<file path="src/rtl/fll_cfg_responder.sv">
// Responder end of the FLL_BUS configuration interface. Holds one FLL's
// register set (STATUS/CFG1/CFG2/INTEG), a settling model of the measured
// multiplication factor, and a registered lock flag.
//
// state | meaning
// ------+--------------------------------------------------------------
// IDLE  | waiting for req_i; captures addr/web/wdata on request
// WAIT  | latency down-counter running; bus inputs ignored
// ACK   | one-cycle ack_o; write commits / read data presented
// DONE  | waiting for req_i to drop before accepting a new access
//
// A latency of 1 spends exactly one cycle in WAIT, so the distance from the
// first cycle req_i is high to the ack cycle is ACK_LATENCY+1 for every
// legal latency.
module fll_cfg_responder #(
  parameter int unsigned ACK_LATENCY = 2,
  parameter logic [31:0] CFG1_RST    = 32'h0000_05F5,
  parameter logic [31:0] CFG2_RST    = 32'h0000_0000,
  parameter logic [31:0] INTEG_RST   = 32'h0000_0000,
  parameter int unsigned LOCK_TOL    = 4
) (
  input  logic        clk_i,
  input  logic        rst_ni,
  input  logic        req_i,
  input  logic [1:0]  addr_i,
  input  logic        web_i,
  input  logic [31:0] wdata_i,
  output logic        ack_o,
  output logic [31:0] rdata_o,
  output logic        lock_o,
  output logic [31:0] cfg1_o,
  output logic [31:0] cfg2_o
);

  typedef enum logic [1:0] {ST_IDLE, ST_WAIT, ST_ACK, ST_DONE} state_e;

  localparam logic [3:0]  LAT_LOAD   = 4'(ACK_LATENCY - 1);
  localparam logic [16:0] LOCK_TOL17 = 17'(LOCK_TOL);

  state_e      state_q, state_d;
  logic [3:0]  lat_q, lat_d;
  logic [1:0]  addr_q, addr_d;
  logic        web_q, web_d;
  logic [31:0] wdata_q, wdata_d;
  logic [31:0] cfg1_q, cfg1_d;
  logic [31:0] cfg2_q, cfg2_d;
  logic [31:0] integ_q, integ_d;
  logic [15:0] cnt_q, cnt_d;
  logic        lock_q, lock_d;
  logic [31:0] rdata_q, rdata_d;
  logic [31:0] integ_rd;
  logic [31:0] rd_mux;
  logic [16:0] diff;

  // Read-side view of the register file, sampled in the ACK cycle.
  always_comb begin
    integ_rd = integ_q;
    if (cfg1_q[31]) integ_rd[25:16] = cnt_q[9:0];
    case (addr_q)
      2'd0:    rd_mux = {16'h0000, cnt_q};
      2'd1:    rd_mux = cfg1_q;
      2'd2:    rd_mux = cfg2_q;
      default: rd_mux = integ_rd;
    endcase
  end

  // Access FSM: request capture, latency countdown, ack, release handshake.
  always_comb begin
    state_d = state_q;
    lat_d   = lat_q;
    addr_d  = addr_q;
    web_d   = web_q;
    wdata_d = wdata_q;
    case (state_q)
      ST_IDLE: begin
        if (req_i) begin
          addr_d  = addr_i;
          web_d   = web_i;
          wdata_d = wdata_i;
          lat_d   = LAT_LOAD;
          state_d = ST_WAIT;
        end
      end
      ST_WAIT: begin
        if (lat_q == 4'd0) state_d = ST_ACK;
        else               lat_d   = lat_q - 4'd1;
      end
      ST_ACK:  state_d = ST_DONE;
      default: begin
        if (!req_i) state_d = ST_IDLE;
      end
    endcase
  end

  assign ack_o = (state_q == ST_ACK);

  // Register commit on write acks; read data captured on read acks.
  always_comb begin
    cfg1_d  = cfg1_q;
    cfg2_d  = cfg2_q;
    integ_d = integ_q;
    rdata_d = rdata_q;
    if (ack_o) begin
      if (web_q) begin
        rdata_d = rd_mux;
      end else begin
        case (addr_q)
          2'd0:    ;
          2'd1:    cfg1_d  = wdata_q;
          2'd2:    cfg2_d  = wdata_q;
          default: integ_d = wdata_q;
        endcase
      end
    end
  end

  // Settling model and lock; lock is evaluated on next-state values so that
  // lock_o always matches the registers visible in the same cycle.
  always_comb begin
    if (cfg1_q[31]) begin
      if (cnt_q < cfg1_q[15:0])      cnt_d = cnt_q + 16'd1;
      else if (cnt_q > cfg1_q[15:0]) cnt_d = cnt_q - 16'd1;
      else                           cnt_d = cnt_q;
    end else begin
      cnt_d = {6'b000000, cfg1_q[25:16]};
    end
    if (cfg1_d[15:0] >= cnt_d) diff = {1'b0, cfg1_d[15:0]} - {1'b0, cnt_d};
    else                       diff = {1'b0, cnt_d} - {1'b0, cfg1_d[15:0]};
    lock_d = cfg1_d[31] && (diff <= LOCK_TOL17);
  end

  // State register with synchronous active-low reset.
  always_ff @(posedge clk_i) begin
    if (!rst_ni) begin
      state_q <= ST_IDLE;
      lat_q   <= 4'd0;
      addr_q  <= 2'd0;
      web_q   <= 1'b0;
      wdata_q <= 32'h0;
      cfg1_q  <= CFG1_RST;
      cfg2_q  <= CFG2_RST;
      integ_q <= INTEG_RST;
      cnt_q   <= 16'h0;
      lock_q  <= 1'b0;
      rdata_q <= 32'h0;
    end else begin
      state_q <= state_d;
      lat_q   <= lat_d;
      addr_q  <= addr_d;
      web_q   <= web_d;
      wdata_q <= wdata_d;
      cfg1_q  <= cfg1_d;
      cfg2_q  <= cfg2_d;
      integ_q <= integ_d;
      cnt_q   <= cnt_d;
      lock_q  <= lock_d;
      rdata_q <= rdata_d;
    end
  end

  assign rdata_o = rdata_d;
  assign lock_o  = lock_q;
  assign cfg1_o  = cfg1_q;
  assign cfg2_o  = cfg2_q;

endmodule

</file>
<file path="config.mk">
export PLATFORM = sky130hd
export DESIGN_NAME = fll_cfg_responder
export DESIGN_NICKNAME = d
export VERILOG_FILES = /design/src/rtl/fll_cfg_responder.sv
export SDC_FILE = /design/constraint.sdc
export NUM_CORES = 1
export LEC_CHECK = 0
export BUFFER_PORTS_ARGS = -buffer_cell sky130_fd_sc_hd__buf_2
export CORE_MARGIN = 2
export CORE_UTILIZATION = 43
export DETAILED_ROUTE_END_ITERATION = 10
export SKIP_CTS_REPAIR_TIMING = 1
export SLEW_MARGIN = 30
export SYNTH_ARGS = -nofsm -noshare
export SYNTH_HDL_FRONTEND = slang
export SYNTH_SLANG_ARGS = --single-unit
</file>
<file path="constraint.sdc">
create_clock -name clk_i -period 5.8 [get_ports clk_i]
set_clock_uncertainty 0.2 [all_clocks]
set_input_delay 0.58 -clock clk_i [delete_from_list [all_inputs] [get_ports clk_i]]
set_output_delay 0.58 -clock clk_i [all_outputs]
set_load 0.01 [all_outputs]
</file>
* Word-level counts from Yosys, hierarchy flattened
Index checks and enable logic that the tools add are counted.
** Storage, ports and cells
- Flip-flop bits (word level) :: 186
- Input bits :: 38
- Output and inout bits :: 98
- Word-level logic and storage cells :: 61
** Operators by class
- Add/sub/neg operators :: 5
- Magnitude comparators :: 4
- Equality and inequality tests :: 8
- Muxes and demuxes :: 18
- Bitwise operators :: 2
- Reductions and logical operators :: 12
** Operator list (number)
- $mux W32 :: 5
- $pmux W32 S3 :: 1
- $mux W16 :: 3
- $sub A16 B16 Y17 :: 2
- $le A17 B3 Y1 const B :: 1
- $mux W17 :: 1
- $add A16 B1 Y16 const B :: 1
- $ge A16 B16 Y1 :: 1
- $gt A16 B16 Y1 :: 1
- $lt A16 B16 Y1 :: 1
- $sub A16 B1 Y16 const B :: 1
- $reduce_and A3 Y1 :: 5
- $mux W10 :: 1
- $mux W4 :: 2
- $pmux W4 S2 :: 1
- $mux W2 :: 3
- $ne A2 B2 Y1 const B :: 3
- $pmux W2 S3 :: 1
- $eq A2 B1 Y1 const B :: 2
- $eq A2 B2 Y1 const B :: 2
- $logic_not A2 Y1 :: 2
- $logic_not A4 Y1 :: 1
- $ne A4 B1 Y1 const B :: 1
- $sub A4 B1 Y4 const B :: 1
- 5 further kinds :: 6

* Logic depth before layout (Yosys ltp)
- Depth in word-level cells :: 8
- Depth in mapped cells :: 24
- Gate-level depth less buffers :: 21

* Least setup slack after synthesis
Ideal clock, no wire load.
- Path type :: reg2reg
- Start point :: register cfg1_q[9], in the netlist cfg1_o[9]
- End point :: register lock_q, in the netlist lock_o
- Setup time :: 0.088 ns
- Arrival :: 4.659 ns
- Data required time :: 5.512 ns
- Setup slack :: 0.853 ns
- Stages on the path, launching flop included :: 23
- Buffers on the path :: 2
- Clock period less this slack :: 4.947 ns
- Path through :: dfxtp_1 > inv_1 > ha_1 > a21o_1 > a21o_1 > a21oi_1 > nand2_1 > o21a_1 > o211a_1 > clkbuf_1 > nor3_1 > nor3b_1 > or2_2 > ha_1 > and3b_1 > o211a_1 > a311oi_4 > o211ai_4 > buf_6 > a211o_1 > a31oi_1 > mux2i_1 > nor4_2
** Between the ends
- Word-level cells in the longest chain between the ends :: 8
- Elaborated cells between the ends (all ways) :: 14
- Those cells by class :: 2 x add/sub; 4 x order compare; 7 x mux; 1 x reduce/logical
** Ends and longest elaborated chain
- from (decl) :: RTL line 45 : logic [31:0] cfg1_q, cfg1_d;
- from (signal assigned) :: RTL line 152 : cfg1_q <= cfg1_d;
- $gt A16 B16 Y1 :: RTL line 122 : else if (cnt_q > cfg1_q[15:0]) cnt_d = cnt_q - 16'd1;
- $mux W16 :: RTL line 122
- $mux W16 * :: RTL line 121 : if (cnt_q < cfg1_q[15:0]) cnt_d = cnt_q + 16'd1;
- $mux W16 * :: RTL line 120 : if (cfg1_q[31]) begin
- named net cnt_d[2] :: RTL line 48 : logic [15:0] cnt_q, cnt_d;
- $sub A16 B16 Y17, or another cell as far along :: RTL line 128 : else diff = {1'b0, cnt_d} - {1'b0, cfg1_d[15:0]};
- $mux W17 * :: RTL line 127 : if (cfg1_d[15:0] >= cnt_d) diff = {1'b0, cfg1_d[15:0]} - {1'b0, cnt_d};
- $le A17 B3 Y1 * :: RTL line 129 : lock_d = cfg1_d[31] && (diff <= LOCK_TOL17);
- $logic_and A1 B1 Y1 * :: RTL line 129
- to (signal assigned) :: RTL line 156 : lock_q <= lock_d;
- to (decl) :: RTL line 49 : logic lock_q, lock_d;
The timed path passes the listed nets; every way through them passes the cells marked *.
A chain may end at the register's enable or synchronous reset.

* Worst setup path after layout
Same ends and word-level chain as after synthesis.

==> results_dict.tcl <==
set metrics [dict create \
    start_util_pct 43.9 \
    start_kind "flip-flop" \
    syn_avg_cell_area_sq_um 7.81 \
    status "complete, no violations" \
    cp_num_cells 21 \
    crit_chain "inv_1 > ha_1 > a21o_1 > a21o_1 > a21oi_1 > nand2_1 > o21a_2 > or3_1 > a2bb2oi_1 > xnor2_1 > a21o_1 > ha_1 > nand2_1 > o21ai_0 > a311oi_4 > o211ai_4 > mux2i_1 > o22ai_1 > mux2i_1 > nand4_1 > nor4_2" \
    routed_wl_um 32900 \
    die_w_um 159 \
    setup_slack_ns 0.213 \
    path_max_fanout 15 \
    ys.flop_type "dfxtp_1" \
    path_class "reg2reg" \
    r2r_start "cfg1_o[9]$_SDFF_PN0_" \
    drv_slew 0 \
    die_h_um 159 \
    hold_path_end "wdata_q[13]$_SDFFE_PN0P_" \
    yosys_register_bits 186 \
    nNetsFinal 1517 \
    cts_max_path_buffers 2 \
    powerDensity_nw_per_um2 257 \
    core_sq_um 23500 \
    yosysUniqueCellTypes 60 \
    cp-end-kind "flip-flop" \
    critPathSlowestCell "ha_1" \
    holdPathStages 3 \
    placementRows 56 \
    antenna_found_initial 0 \
    ys_async_sr_fraction_pct 0 \
    via_count 9507 \
    grt_pass1_wl_um 51700 \
    track_usage_pct 25.7 \
    wl_per_cell_um 18.8 \
    worstMarginPinSlew_ns 0.943 \
    rsz0062_at_grt "false" \
    grt.overflow.total 0 \
    ff2ff_setup_slack_ns 0.21 \
    vdd_drop_max_mv 0.236 \
    synthCells 1323 \
    post_route_cells_drive_above_1_share_pct 19.6 \
    max_slew_margin_pct 37.0 \
    place_ws_ns 0.229 \
    insertedDiodeCount 0 \
    synth.area.top_cells "dfxtp_1 (36%), nand2_1 (11%), a21oi_1 (9.3%), ha_1 (6.7%), mux2_2 (3.6%)" \
    root_buffer "clkbuf_16" \
    clkTransAtPathRegs_ns 0.08 \
    drv_cap 0 \
    fin_tns_setup_ns 0 \
    syn2layout_area_growth_pct 16.0 \
    max_stage_delay_ns 0.52 \
    yosysTopAreaCell "dfxtp_1" \
    hold_start "wdata_i[13]" \
    cpMostUsedCell "a21o_1" \
    place_hpwl_um 23900 \
    clkLatencyLatePin_ns 0.44 \
    firstDrtPassIters 5 \
    grt_pass1_vias 9003 \
    htreeDepth 4 \
    arrival_ns 5.74 \
    ant_nets 0 \
    r2r_cells 21 \
    hold_violations 0 \
    r2r-end "lock_o$_SDFF_PN0_" \
    synthDominantCellAreaShare_pct 36.1 \
    die_area_sq_um 25300 \
    cts_tree "yes" \
    placed_area_sq_um 11300 \
    pin_count 136 \
    cp.buffers_inverters 1 \
    yosys_warnings 0 \
    synthesis.area_sq_um 10300 \
    cts_num_sinks 186 \
    fin_crit_sh_pct 96.3 \
    place.gp.congestion 0.963 \
    vias_per_cell 5.41 \
    drtIter0Drc 772 \
    cts_buffers 17 \
    seq_area_frac_synth_pct 36.1 \
    critPathRequiredTime_ns 5.96 \
    fin_crit_ns 5.59 \
    clock.fmax_mhz 179 \
    synth_edf_count 0 \
    fin_area_sq_um 12000 \
    syn-num-nets 1416 \
    crit_family "compound AO/OA/AOI/OAI gates" \
    leakage_uw 0.00519 \
    grt_max_degree 77 \
    portBuffers 135 \
    setup_viol_count_final 0 \
    fillers 2381 \
    drc 0 \
    min_path_type "in2reg" \
]
[routing by layer]
layer	up-vias	share of wire, %	track usage (%)
met5	-	0	0
met4	0	2.4	8.35
met3	43	4.5	3.00
met2	270	47	42.0
met1	4486	46	35.7
li1	4708	-	-
[cell usage after synthesis, types with 4 or more instances]
cell        n
a211oi_1    6
a21o_1     22
a21oi_1   192
a31oi_1     7
a32oi_1     4
and2_1     44
and3_1     11
buf_1       7
buf_2       5
clkbuf_1   74
dfxtp_1   186
ha_1       55
inv_1      56
mux2_2     33
mux2i_1    19
mux4_2     16
nand2_1   310
nand2b_1    6
nand3_1    18
nand3b_1    7
nand4_1     9
nor2_1     74
nor2b_1    12
nor3_1     11
nor4_1      8
o211ai_1    6
o21a_1      9
o21ai_0    31
o22ai_1     4
o31a_1      4
or2_2       7
or3_1       5
xnor2_1    13
xor2_1      8
[state kept, by name, summed over array words and instances, names as in the netlist]
register and flops:
cfg1_o 32, cfg2_o 32, integ_q 32, rdata_q 32, wdata_q 32, cnt_q 16, lat_q 4, addr_q 2
state_q 2, lock_o 1, web_q 1
[layout make-up]
type | count | area (sq um) | area share, %
Sequential cell | 186 | 3730 | 31.1
Tap cell | 319 | 399 | 3.33
Clock buffer | 17 | 425 | 3.55
Multi-Input combinational cell | 992 | 6100 | 50.9
Inverter | 57 | 216 | 1.81
Timing Repair Buffer | 170 | 938 | 7.83
Clock inverter | 15 | 175 | 1.46
[report_power, final]
group	switching [uW]	total [uW]	internal [uW]
sequential	67.4	1400	1330
clock	598	1180	582
combinational	320	496	176
total	986	3080	2090
[cell usage in the layout, fill, tap and decap left out, types with 19 or more instances in the layout]
cell type / netlist / layout
a21o_1: 22 / 22
a21oi_1: 192 / 192
and2_1: 44 / 43
buf_2: 5 / 135
buf_4: 0 / 35
dfxtp_1: 186 / 183
ha_1: 55 / 55
inv_1: 56 / 56
mux2_2: 33 / 33
mux2i_1: 19 / 19
nand2_1: 310 / 310
nor2_1: 74 / 73
o21ai_0: 31 / 29
[stage by stage]
stage	total power [uW]	hold slack [ns]	std cells	utilization (%)
global placement	1920	0.238	1723	48.1
finish	3080	0.166	1756	50.9
detailed placement	1920	0.246	1723	48.1
CTS	3090	0.157	1755	50.7
floorplan	1770	0.233	1323	-
global route	3210	0.178	1756	50.9
[cell families after synthesis]
| group | synth area share, % |
|---|---|
| buf+inv | 5.48 |
| compound gates | 18.2 |
| xor+xnor | 1.78 |
| fa+ha+maj | 6.66 |
| simple gates | 22.9 |
| flops | 36.1 |
| mux | 8.93 |
[worst min-delay path: cells and delay by family]
family,cells,cell delay (ns)
buffers and inverters,1,0.09
AOI/OAI and AO/OA,1,0.05
and+or+nand+nor,1,0.04
[worst max-delay path by stage]
stage,from,to,slack [ns]
floorplan,cfg1_o[9]$_SDFF_PN0_,lock_o$_SDFF_PN0_,0.85
global placement,cfg1_o[9]$_SDFF_PN0_,lock_o$_SDFF_PN0_,0.29
detailed placement,cfg1_o[9]$_SDFF_PN0_,lock_o$_SDFF_PN0_,0.23
CTS,cfg1_o[9]$_SDFF_PN0_,lock_o$_SDFF_PN0_,0.16
global route,cfg1_o[9]$_SDFF_PN0_,lock_o$_SDFF_PN0_,0.0002
finish,cfg1_o[9]$_SDFF_PN0_,lock_o$_SDFF_PN0_,0.21
Note: power is estimated with default switching activity, not from simulation.
